File: src/rtl/if_fetch_unit.sv
// rtl/if_fetch_unit.sv - instruction fetch producer: PC, memory requests, branch redirect, freeze
// Optional perf counters stall_cycles/fetch_count enabled by defining FETCH_PERF_EN.
module if_fetch_unit #(
  parameter logic [31:0] RESET_PC = 32'h0000_0000,
  parameter logic [31:0] PC_STEP  = 32'd4
) (
  input  logic        clk,
  input  logic        rst,
  input  logic        freeze,
  input  logic        branch_taken,
  input  logic [31:0] branch_addr,
  output logic        mem_req,
  output logic [31:0] mem_addr,
  input  logic [31:0] mem_rdata,
  input  logic        mem_ready,
  output logic [31:0] PC,
  output logic [31:0] instruction,
  output logic        fetch_stall,
  output logic [31:0] stall_cycles,
  output logic [31:0] fetch_count
);

  typedef enum logic [1:0] {
    S_REQ   = 2'd0,
    S_WAIT  = 2'd1,
    S_VALID = 2'd2
  } state_t;

  state_t      state_q, state_d;
  logic [31:0] pc_q, pc_d;
  logic [31:0] instr_buf, instr_buf_d;
  logic [31:0] pc_buf, pc_buf_d;
  logic        redirect_pending, redirect_pending_d;
  logic [31:0] redirect_target, redirect_target_d;

  always_ff @(posedge clk or posedge rst) begin
    if (rst) begin
      state_q          <= S_REQ;
      pc_q             <= RESET_PC;
      instr_buf        <= 32'h0;
      pc_buf           <= 32'h0;
      redirect_pending <= 1'b0;
      redirect_target  <= 32'h0;
    end else begin
      state_q          <= state_d;
      pc_q             <= pc_d;
      instr_buf        <= instr_buf_d;
      pc_buf           <= pc_buf_d;
      redirect_pending <= redirect_pending_d;
      redirect_target  <= redirect_target_d;
    end
  end

  always_comb begin
    state_d            = state_q;
    pc_d               = pc_q;
    instr_buf_d        = instr_buf;
    pc_buf_d           = pc_buf;
    redirect_pending_d = redirect_pending;
    redirect_target_d  = redirect_target;
    case (state_q)
      S_REQ: begin
        state_d = S_WAIT;
        if (branch_taken) begin
          redirect_pending_d = 1'b1;
          redirect_target_d  = branch_addr;
        end
      end
      S_WAIT: begin
        // The access always completes; a redirect only decides whether its data is kept.
        if (mem_ready) begin
          state_d = S_REQ;
          if (branch_taken) begin
            pc_d               = branch_addr;
            redirect_pending_d = 1'b0;
          end else if (redirect_pending) begin
            pc_d               = redirect_target;
            redirect_pending_d = 1'b0;
          end else begin
            instr_buf_d = mem_rdata;
            pc_buf_d    = pc_q + 32'd4;
            state_d     = S_VALID;
          end
        end else if (branch_taken) begin
          redirect_pending_d = 1'b1;
          redirect_target_d  = branch_addr;
        end
      end
      S_VALID: begin
        if (branch_taken) begin
          pc_d    = branch_addr;
          state_d = S_REQ;
        end else if (!freeze) begin
          pc_d    = pc_q + PC_STEP;
          state_d = S_REQ;
        end
      end
      default: state_d = S_REQ;
    endcase
  end

  assign mem_req     = (state_q != S_VALID);
  assign mem_addr    = pc_q;
  assign fetch_stall = (state_q != S_VALID);
  assign PC          = (state_q == S_VALID) ? pc_buf : 32'h0;
  assign instruction = (state_q == S_VALID) ? instr_buf : 32'h0;

`ifdef FETCH_PERF_EN
  logic        accept;
  logic [31:0] stall_q, count_q;

  assign accept = (state_q == S_WAIT) && mem_ready && !branch_taken && !redirect_pending;

  always_ff @(posedge clk or posedge rst) begin
    if (rst) begin
      stall_q <= 32'h0;
      count_q <= 32'h0;
    end else begin
      if (fetch_stall) stall_q <= stall_q + 32'd1;
      if (accept)      count_q <= count_q + 32'd1;
    end
  end

  assign stall_cycles = stall_q;
  assign fetch_count  = count_q;
`else
  assign stall_cycles = 32'h0;
  assign fetch_count  = 32'h0;
`endif

endmodule

File: config.mk
export PLATFORM = sky130hd
export DESIGN_NAME = if_fetch_unit
export DESIGN_NICKNAME = d
export VERILOG_FILES = /design/src/rtl/if_fetch_unit.sv
export SDC_FILE = /design/constraint.sdc
export NUM_CORES = 1
export LEC_CHECK = 0
export ABC_AREA = 0
export BUFFER_PORTS_ARGS = -buffer_cell sky130_fd_sc_hd__buf_2
export CAP_MARGIN = 30
export CORE_MARGIN = 3
export CORE_UTILIZATION = 52
export DETAILED_ROUTE_END_ITERATION = 6
export PLACE_DENSITY_LB_ADDON = 0.12
export RECOVER_POWER = 100
export SLEW_MARGIN = 20
export SYNTH_ARGS = -nofsm -noshare
export SYNTH_HDL_FRONTEND = slang
export SYNTH_SLANG_ARGS = --single-unit
File: constraint.sdc
create_clock -name clk -period 5.7 [get_ports clk]
set_input_delay 1.14 -clock clk [delete_from_list [all_inputs] [get_ports clk]]
set_output_delay 1.14 -clock clk [all_outputs]
set_load 0.05 [all_outputs]
== Word level (Yosys, flattened, before mapping) ==
Index checks and enable logic that the tools add are counted.
Cells by class
  add/subtract/negate cells: 1
  bitwise operators: 2
  muxes and demuxes: 20
  eq/ne operators: 7
  reductions and logical operators: 7
Operators with widths (number)
  $mux 32: 9
  $pmux 32 s2: 2
  $add 32x3->32 const B: 1
  $mux 2: 5
  $reduce_and 4->1: 2
  $ne 2x2->1 const B: 3
  $ne 3x3->1 const B: 2
  $pmux 2 s3: 1
  $reduce_and 2->1: 2
  $reduce_bool 2->1: 2
  $eq 2x1->1 const B: 1
  $eq 2x2->1 const B: 1
  $logic_not 2->1: 1
  $mux 1: 2
  $not 1->1: 2
  $pmux 1 s2: 1
Storage, ports and cells
  bits of input ports: 69
  register bits after elaboration: 131
  word-level logic and storage cells: 43

== Depth between registers and ports, before layout ==
  word-level depth: 4
  gate-level depth with buffers: 9
  gate-level depth less buffers: 6

== Worst setup path before layout ==
OpenSTA, ideal clock, no wires.
  path type: register to output
  start: register state_q[1]
  end: output mem_req
  data required time: 4.560 ns
  arrival time: 1.952 ns
  setup slack: 2.608 ns
  cell stages (with the launch flop): 7
  cell sequence: dfrtp_1 buf_2 nor2b_1 inv_1 clkbuf_1 clkbuf_1 buf_4
On the way
  longest elaborated chain between the ends: 1
RTL lines
  start, declared: line 29  | state_t state_q, state_d;
  start signal, assigned: line 45  | state_q <= state_d;
  $ne 2x2->1
  end, declared: line 12  | output logic mem_req,
No other way between the ends.

== Final worst setup path ==
  start: input branch_taken
  end: register pc_q[30] (netlist: mem_addr[30])
On the way
  longest elaborated chain between the ends: 3
RTL lines
  start, declared: line 10  | input logic branch_taken,
  $mux 32: line 73  | if (branch_taken) begin
  $mux 32: line 71  | if (mem_ready) begin
  $pmux 32 s2: line 61  | case (state_q)
  end signal, assigned: line 46  | pc_q <= pc_d;
  end, declared: line 30  | logic [31:0] pc_q, pc_d;
Several ways; a longest one is shown, not always the timed one. The select of a mux whose other input is x is not followed.
A chain may end at the register's enable or synchronous reset.

==> flow_summary_export.csv <==
group,metric,value,unit
status,status,"complete, but fails checks",
status,violations,"capacitance limit, slew limit",
worst_setup_path,crit_slowest_cell,"or4_1",
worst_hold_path,hold_class,"flop to flop",
logic_synthesis,synth-warning-count,0,
logic_synthesis,synth.area.top_cells,"dfrtp_1, mux2_2, buf_4",
global_routing,grt_pass1_vias,5425,
route,via_count,5644,
logic_synthesis,synth-seq-cells,131,
floorplan,io_pins,231,
logic_synthesis,synth-edff-count,0,
route,dr.pass1.iters,5,
place,placed_cell_area,7835,um2
finish,fin_nets,947,
power_and_ir_drop,p_leak,3.698,nW
finish,fin_util,0.6272,
timing,worst_pin_slew,2.359,ns
finish,instances_no_fill,1065,
route,dr.first_iter.drc_count,403,
timing,rsz0062_at_grt,"false",
worst_setup_path,worst-path-buf-inv,3,
floorplan,die_area,15140,um2
floorplan,initial_core_util,0.5338,
timing,finalCritPeriodShare,0.6720,
place,dp_hpwl,12400,um
timing,slew_violations,87,
power_and_ir_drop,power,3.959,mW
global_routing,grt_max_degree,95,
timing,slew_headroom,-0.5727,
global_routing,grt_pass1_wl,27860,um
clocking,clk_latency,0.42,ns
global_routing,grtUsageTotal,0.2373,
logic_synthesis,synth_top_area_cell,"dfrtp_1",
global_routing,gr-total-overflow,0,
timing,fmax,261.1,MHz
route,antenna_left,0,
floorplan,num_rows,42,
timing,setup_viol,0,
finish,design_area,8372,um2
finish,antennaDiodeCount,0,
timing,fin_crit,3.831,ns
clocking,cts_sinks,131,
worst_setup_path,cp.arrival,4.18,ns
worst_setup_path,critPathLaunchType,"input port",
route,wl,17590,um
logic_synthesis,synth_cell_types,48,
place,port_buffers,166,
place,routabilityCongestion,0.8643,
clocking,clkTransAtPathRegs,0.05,ns
finish,final_layout_size_suffix_gt1_frac,0.2036,
clocking,ctsResizeCount,0,
logic_synthesis,ys.flop_type,"dfrtp_1",
floorplan,die_height,123.1,um
floorplan,fp.dieW,123.1,um
logic_synthesis,yosysTopAreaCellShare,0.4601,
clocking,numCtsBuffers,17,
logic_synthesis,synth_common_cells,"dfrtp_1, mux2_2, a21oi_1, and2_1, buf_4",
logic_synthesis,yosysMostFrequentCell,"dfrtp_1",
place,dp.cells,1032,
global_routing,antenna_found_initial,0,
worst_setup_path,cp_max_fo,49,
route,wl_per_cell,16.51,um
worst_setup_path,crit_chain,"buf_2, inv_1, a21oi_1, a21oi_2, clkbuf_1, or4_1, nand3_1",
logic_synthesis,yosysSeqAreaShare,0.4601,
worst_setup_path,endpoint_kind,"flop",
floorplan,core,13350,um2
worst_setup_path,cp_top_family,"buffers and inverters",
finish,area_delta_synth_final,17.49,%
clocking,htreeDepth,4,
power_and_ir_drop,p_per_area,472.9,nW/um2
clocking,cts_tree,"built",
run,maxCapViolCount,2,
route,via_per_inst,5.300,
worst_setup_path,critPathKind,"input port to flop",
worst_setup_path,cp_slowest_stage_delay,0.73,ns
logic_synthesis,avgSynthCellArea,9.734,um2
logic_synthesis,synth_area,7126,um2
timing,hold_viol_final,0,
logic_synthesis,synth-async-reset-ratio,1.000,
clocking,clockBufferDepth,2,
clocking,clockRootBuffer,"clkbuf_16",
route,drc,0,
worst_setup_path,cp_data_required_time,6.05,ns
timing,totalNegativeSetupSlack,0,ns
power_and_ir_drop,ir_drop,0.2191,mV
clocking,postCtsSetupRepairBufs,0,
logic_synthesis,syn_inst,732,
clocking,ctsHoldBuffers,0,
timing,fin_worst_skew,0.01484,ns
==> registers in the layout, indices dropped and copies added (netlist names) <==
register / cells
instr_buf: 32
mem_addr: 32
pc_buf: 32
redirect_pending: 1
redirect_target: 32
state_q: 2
==> final timing paths <==
kind                            cells past startpoint  slack (ns)                      from                               to
worst max-delay path                                7        1.87              branch_taken         mem_addr[30]$_DFFE_PP0P_
worst min-delay path                                1        0.49  instr_buf[5]$_DFFE_PP0P_         instr_buf[5]$_DFFE_PP0P_
worst max register to register                      6        3.14    state_q[0]$_DFFE_PP0P_         mem_addr[10]$_DFFE_PP0P_
worst min register to register                      1        0.49  instr_buf[5]$_DFFE_PP0P_         instr_buf[5]$_DFFE_PP0P_
max in group asynchronous                           3        1.91                       rst  redirect_target[25]$_DFFE_PP0P_
min in group asynchronous                           2        1.03                       rst        instr_buf[30]$_DFFE_PP0P_
==> power by group <==
part / switching [mW] / internal (mW)
registers: 0.292 / 1.28
clock network: 0.389 / 0.792
logic: 0.824 / 0.386
==> per-stage QoR <==
| step | worst slack [ns] | hold WS [ns] |
|---|---|---|
| floorplan | 1.062 | 0.4635 |
| global placement | 1.975 | 0.4787 |
| detailed placement | 1.860 | 0.4844 |
| CTS | 2.316 | 0.4970 |
| finish | 1.869 | 0.4949 |
| global route | 1.282 | 0.5157 |
==> area by class of cell <==
| type | count | area (um2) |
|---|---|---|
| Clock buffer | 20 | 456.7 |
| Clock inverter | 11 | 182.7 |
| Fill cell | 1222 | 4976 |
| Inverter | 11 | 42.54 |
| Multi-Input combinational cell | 540 | 3376 |
| Sequential cell | 131 | 3278 |
| Tap cell | 176 | 220.2 |
| Timing Repair Buffer | 176 | 815.8 |
==> placed cells by master (no fill, tap or decap), types with 36 or more instances in the layout <==
master,instances
nand2_1,36
and2_1,65
buf_2,68
conb_1,64
a21oi_1,65
clkbuf_1,103
dfrtp_1,131
mux2_2,67
nor2_1,63
o21ai_0,41
==> cell families after synthesis <==
logic type                 count (synthesis)  synth area share
muxes                                     70            0.1101
xor gates and xnor gates                  28           0.03442
other                                      1         0.0005263
buffers and inverters                    124            0.1010
adders and majority gates                  1          0.001756
and+or+nand+nor                          229            0.1710
DFF                                      131            0.4601
AOI/OAI and AO/OA                        148            0.1212
==> layer usage <==
metal	track usage	vias up	part of all wire
met3	0.06130	27	0.079
li1	-	2693	-
met4	0.08927	0	0.022
met2	0.3601	234	0.45
met5	0	-	0
met1	0.3293	2690	0.45
Power figures use the tool's default switching activity.
